### src/rtl/mips_pkg.sv
// Shared definitions for the MIPS32 pipeline controller: EX op codes,
// stall vector encodings and the multi-cycle FSM state type.
package mips_pkg;

  localparam logic [1:0] OP_NONE = 2'b00;
  localparam logic [1:0] OP_MADD = 2'b01;
  localparam logic [1:0] OP_DIV  = 2'b10;

  // Stall bits: [0] PC, [1] IF, [2] ID, [3] EX, [4] MEM, [5] WB
  localparam logic [5:0] STALL_NONE = 6'b000000;
  localparam logic [5:0] STALL_ID   = 6'b000111;
  localparam logic [5:0] STALL_EX   = 6'b001111;

  typedef enum logic [1:0] {
    ST_IDLE  = 2'b00,
    ST_MULTI = 2'b01,
    ST_DONE  = 2'b10
  } state_t;

endpackage

### src/rtl/pipeline_ctrl_if.sv
// Request/response bundle between the pipeline stages and the stall/flush
// controller; the controller uses the slave modport.
interface pipeline_ctrl_if;

  logic        stallreq_id_i;
  logic        ex_valid_i;
  logic [1:0]  ex_op_i;
  logic        flush_req_i;
  logic [31:0] exc_vector_i;
  logic [5:0]  stall_o;
  logic        flush_o;
  logic [31:0] new_pc_o;
  logic        ex_busy_o;
  logic        ex_done_o;

  modport master (
    output stallreq_id_i, ex_valid_i, ex_op_i, flush_req_i, exc_vector_i,
    input  stall_o, flush_o, new_pc_o, ex_busy_o, ex_done_o
  );

  modport slave (
    input  stallreq_id_i, ex_valid_i, ex_op_i, flush_req_i, exc_vector_i,
    output stall_o, flush_o, new_pc_o, ex_busy_o, ex_done_o
  );

endinterface

### src/rtl/pipeline_ctrl.sv
// Central stall/flush controller for the five-stage pipeline; holds EX for a
// fixed number of cycles per multi-cycle op and arbitrates flush/stall.
module pipeline_ctrl
  import mips_pkg::*;
#(
  parameter int MADD_CYCLES = 2,
  parameter int DIV_CYCLES  = 34,
  parameter int CNT_W       = 6
) (
  input  logic            clk,
  input  logic            rst,
  pipeline_ctrl_if.slave  bus
);

  state_t           state, state_d;
  logic [CNT_W-1:0] cnt, cnt_d;
  logic [1:0]       op_q, op_d;

  logic        multi_req;
  logic        ex_stall;
  logic [5:0]  stall;
  logic        flush;
  logic [31:0] new_pc;
  logic        busy;
  logic        done;

  assign multi_req = bus.ex_valid_i &&
                     ((bus.ex_op_i == OP_MADD) || (bus.ex_op_i == OP_DIV));

  always_ff @(posedge clk or posedge rst) begin
    if (rst) begin
      state <= ST_IDLE;
      cnt   <= '0;
      op_q  <= OP_NONE;
    end else begin
      state <= state_d;
      cnt   <= cnt_d;
      op_q  <= op_d;
    end
  end

  always_comb begin
    state_d  = state;
    cnt_d    = cnt;
    op_d     = op_q;
    ex_stall = 1'b0;
    busy     = 1'b0;
    done     = 1'b0;
    stall    = STALL_NONE;
    flush    = 1'b0;
    new_pc   = '0;

    case (state)
      ST_IDLE: begin
        if (multi_req) begin
          op_d     = bus.ex_op_i;
          cnt_d    = (bus.ex_op_i == OP_MADD) ? CNT_W'(MADD_CYCLES - 1)
                                              : CNT_W'(DIV_CYCLES - 1);
          state_d  = ST_MULTI;
          ex_stall = 1'b1;
          busy     = 1'b1;
        end
      end
      ST_MULTI: begin
        // op_q alone governs the hold; new EX inputs are ignored here
        ex_stall = (op_q != OP_NONE);
        busy     = 1'b1;
        if (cnt == CNT_W'(1)) begin
          state_d = ST_DONE;
          cnt_d   = '0;
        end else begin
          cnt_d = cnt - CNT_W'(1);
        end
      end
      ST_DONE: begin
        done    = 1'b1;
        busy    = 1'b1;
        op_d    = OP_NONE;
        state_d = ST_IDLE;
      end
      default: begin
        state_d = ST_IDLE;
        cnt_d   = '0;
        op_d    = OP_NONE;
      end
    endcase

    if (ex_stall)
      stall = STALL_EX;
    else if (bus.stallreq_id_i)
      stall = STALL_ID;

    // An exception flush aborts any in-flight multi-cycle op
    if (bus.flush_req_i) begin
      flush   = 1'b1;
      stall   = STALL_NONE;
      new_pc  = bus.exc_vector_i;
      done    = 1'b0;
      state_d = ST_IDLE;
      cnt_d   = '0;
      op_d    = OP_NONE;
    end
  end

  // Outputs are combinational, so they must be forced quiet during reset
  always_comb begin
    bus.stall_o   = rst ? STALL_NONE : stall;
    bus.flush_o   = rst ? 1'b0 : flush;
    bus.new_pc_o  = rst ? 32'd0 : new_pc;
    bus.ex_busy_o = rst ? 1'b0 : busy;
    bus.ex_done_o = rst ? 1'b0 : done;
  end

endmodule

### src/flat_wrapper.sv
// flat-port wrapper written by rule: the top's interface ports become plain ports
module pipeline_ctrl_flat import mips_pkg::*;
#(
  parameter int MADD_CYCLES = 2,
  parameter int DIV_CYCLES  = 34,
  parameter int CNT_W       = 6
)
  (clk, rst, bus_stallreq_id_i, bus_ex_valid_i, bus_ex_op_i, bus_flush_req_i, bus_exc_vector_i, bus_stall_o, bus_flush_o, bus_new_pc_o, bus_ex_busy_o, bus_ex_done_o);
  pipeline_ctrl_if bus_i ();
  input  logic clk;
  input  logic rst;
  input wire logic [$bits(bus_i.stallreq_id_i)-1:0] bus_stallreq_id_i;
  input wire logic [$bits(bus_i.ex_valid_i)-1:0] bus_ex_valid_i;
  input wire logic [$bits(bus_i.ex_op_i)-1:0] bus_ex_op_i;
  input wire logic [$bits(bus_i.flush_req_i)-1:0] bus_flush_req_i;
  input wire logic [$bits(bus_i.exc_vector_i)-1:0] bus_exc_vector_i;
  output wire logic [$bits(bus_i.stall_o)-1:0] bus_stall_o;
  output wire logic [$bits(bus_i.flush_o)-1:0] bus_flush_o;
  output wire logic [$bits(bus_i.new_pc_o)-1:0] bus_new_pc_o;
  output wire logic [$bits(bus_i.ex_busy_o)-1:0] bus_ex_busy_o;
  output wire logic [$bits(bus_i.ex_done_o)-1:0] bus_ex_done_o;
  assign bus_i.stallreq_id_i = bus_stallreq_id_i;
  assign bus_i.ex_valid_i = bus_ex_valid_i;
  assign bus_i.ex_op_i = bus_ex_op_i;
  assign bus_i.flush_req_i = bus_flush_req_i;
  assign bus_i.exc_vector_i = bus_exc_vector_i;
  assign bus_stall_o = bus_i.stall_o;
  assign bus_flush_o = bus_i.flush_o;
  assign bus_new_pc_o = bus_i.new_pc_o;
  assign bus_ex_busy_o = bus_i.ex_busy_o;
  assign bus_ex_done_o = bus_i.ex_done_o;
  pipeline_ctrl #(.MADD_CYCLES(MADD_CYCLES), .DIV_CYCLES(DIV_CYCLES), .CNT_W(CNT_W)) u_core (.clk(clk), .rst(rst), .bus(bus_i));
endmodule
### config.mk
export PLATFORM = sky130hd
export DESIGN_NAME = pipeline_ctrl_flat
export DESIGN_NICKNAME = d
export VERILOG_FILES = /design/src/rtl/mips_pkg.sv /design/src/rtl/pipeline_ctrl_if.sv /design/src/rtl/pipeline_ctrl.sv /design/src/flat_wrapper.sv
export SDC_FILE = /design/constraint.sdc
export NUM_CORES = 1
export LEC_CHECK = 0
export ABC_AREA = 0
export CAP_MARGIN = 20
export CORE_MARGIN = 2
export CORE_UTILIZATION = 31
export CTS_BUF_LIST = sky130_fd_sc_hd__clkbuf_2
export DETAILED_ROUTE_END_ITERATION = 16
export PLACE_DENSITY = 0.83
export SLEW_MARGIN = 10
export SYNTH_ARGS = -nofsm -noshare
export SYNTH_HDL_FRONTEND = slang
export SYNTH_SLANG_ARGS = --single-unit
### constraint.sdc
create_clock -name clk -period 1.8 [get_ports clk]
set_clock_uncertainty 0.1 [all_clocks]
set_input_delay 0.36 -clock clk [delete_from_list [all_inputs] [get_ports clk]]
set_output_delay 0.36 -clock clk [all_outputs]
set_load 0.005 [all_outputs]
==> flow_summary.json <==
{
  "cts_tree": "yes",
  "drv_slew": 0,
  "synth_most_common_cell": "and2_1",
  "synth_flop_cell": "dfrtp_1",
  "die_x_um": 61.9,
  "grt-ovfl-total": 0,
  "hpwlAfterDp_um": 2710,
  "cp-startpoint": "bus_ex_valid_i",
  "num_io_pins": 80,
  "cts.sinks": 10,
  "end_kind": "primary output",
  "ys_seq_elements": 10,
  "violations": "setup timing",
  "synthDominantCellAreaShare_pct": 24.1,
  "yosys-top-cells-count": "35 x and2_1, 10 x dfrtp_1, 9 x nor2_1, 8 x ha_1, 8 x inv_1",
  "antenna_found_initial": 0,
  "power_frac_clock_pct": 8.6,
  "final_area_um2": 2050,
  "synthToLayoutAreaGrowth_pct": 97.2,
  "die_y_um": 61.9,
  "p_total_mw": 1.46,
  "vias": 1308,
  "rows": 21,
  "placed_cell_area_um2": 1930,
  "cts-root-buf": "clkbuf_2",
  "io_buffers": 77,
  "postSynthCellCount": 131,
  "vdd_drop_max_mv": 0.544,
  "crit_type": "in -> out",
  "fin_crit_ns": 2.15,
  "rsz0062_at_grt": "yes",
  "holdBufCountCts": 0,
  "htree_levels": 1,
  "timing.rr.start": "u_core.state[0]",
  "maxCapViolCount": 0,
  "min_period_over_period_pct": 119,
  "grt_max_degree": 15,
  "hold_violations": 0,
  "p_per_area_nw_per_um2": 711,
  "cp.required_ns": 1.34,
  "tns_ns": -1.83,
  "seqPwrFrac_pct": 23.0,
  "final_antenna_net_count": 0,
  "cts_buffers": 3,
  "clock_latency_ns": 0.25,
  "first_global_vias": 1329,
  "comb_power_share_pct": 68.4,
  "crit_fanout": 3,
  "internal_power_mw": 0.843,
  "worstPathArrival_ns": 1.69,
  "synth.avg_cell_area_um2": 7.94,
  "fmax_ghz": 0.466,
  "status": "finished with violations",
  "fin_cells": 274,
  "ys_seq_area_share_pct": 24.1,
  "dr.first_iter.drc_count": 25,
  "dp.cells": 257,
  "routed_via_density": 4.77,
  "setup_violations": 6,
  "p_switching_mw": 0.615,
  "dieArea_um2": 3830,
  "final_nets": 276,
  "yosysTopAreaCell": "dfrtp_1",
  "start_kind": "input port",
  "min_path_type": "in -> async",
  "globalplace.congestion": 0.798,
  "detail_route.wl_per_cell_um": 15.1,
  "dp_slack_ns": -0.882,
  "antenna-diode-count": 0,
  "core_um2": 3280,
  "drtPass1Iterations": 4,
  "synth_edf_count": 0,
  "totalWireLength_um": 4140,
  "synth.distinct_cells": 31,
  "clockBufferDepth": 2,
  "drive_gt1_share_pct": 41.7,
  "swShare_pct": 42.2,
  "synth.area.top_cells": "dfrtp_1 24%, and2_1 21%, ha_1 9.6%",
  "syn_area_um2": 1040,
  "leakagePower_nw": 0.985,
  "post-route-worst-setup-slack_ns": -0.348,
  "grt_pass1_wl_um": 6240,
  "synth-async-reset-ratio_pct": 100,
  "grt_usage_pct": 22.4,
  "drcViolationCount": 0,
  "start_util_pct": 31.7,
  "yosys_warnings": 0,
  "clk_pin_slew_ns": 0.10
}
-- critical path, cell delays in order --
cell	delay, ns
clkdlybuf4s50_1	0.52
nand3b_1	0.19
buf_6	0.18
buf_6	0.11
a211oi_2	0.18
buf_2	0.15
-- layout by cell type, fill, tap and decap left out, types with 4 or more instances in the layout --
cell type,count
a21oi_1,5
and2_1,30
and2_4,5
buf_2,36
buf_4,15
buf_6,8
clkbuf_2,4
clkdlybuf4s50_1,34
dfrtp_1,10
ha_1,5
inv_1,4
inv_2,5
nor2_1,8
nor3_1,5
-- final timing paths --
check                             endpoint  slack, ns  depth (start not counted)
min reg2reg                 u_core.op_q[0]       0.47                          2
min in group clk             u_core.cnt[5]       0.41                          3
max reg2reg                  u_core.cnt[2]       0.06                          8
max                         bus_stall_o[3]      -0.35                          6
min                        u_core.state[1]       0.16                          3
max in group asynchronous    u_core.cnt[0]       1.16                          3
-- stage by stage --
step           utilization (%)  hold slack (ns)
2_1_floorplan                -            0.100
5_1_grt                   62.4            0.185
3_3_place_gp              58.7            0.400
6_report                  62.4            0.160
3_5_place_dp              58.7            0.418
4_1_cts                   61.0            0.141
-- cell type report --
type                    instances  area [um2]
fillers                       279        1230
repair buffers                102         881
clock inverters                 1        3.75
flip-flops and latches         10         250
clock buffers                   3        15.0
multi-input cells             103         810
well taps                      46        57.6
inverters                       9        33.8
-- kinds of logic after synthesis --
group           synth area share, %
mux                            2.89
flops                          24.1
buf+inv                        8.54
other cells                   0.361
fa+ha+maj                      9.63
simple gates                   38.5
compound gates                 16.0
-- state kept, by name (all words and copies together) (netlist names) --
name          count
u_core.cnt        6
u_core.op_q       2
u_core.state      2
-- per-layer routing --
layer	wire length [um]	vias to the layer above	global-route usage (%)	part of all wire (%)
met5	0	-	0	0
met4	87	0	8.51	2.1
met3	351	8	4.14	8.5
met2	2240	62	46.3	54
met1	1470	606	21.2	35
li1	-	632	-	-
-- power groups by stage --
stage / Sequential (mW) / Clock, mW / Combinational [mW]
after floorplan: 0.325 / 0 / 0.510
after global placement: 0.336 / 0 / 0.800
after detailed placement: 0.338 / 0 / 0.817
after CTS: 0.332 / 0.133 / 0.918
after global routing: 0.340 / 0.142 / 1.08
final: 0.335 / 0.125 / 0.997
-- what timing repair did --
| action | CTS | global route |
|---|---|---|
| pin swaps | 8 | 4 |
| setup buffers | 9 | 2 |
| resized for setup | 191 | 11 |
| gates cloned | 3 | 0 |
| endpoints found under the setup margin | 44 | 13 |
Note: power is estimated with default switching activity, not from simulation.
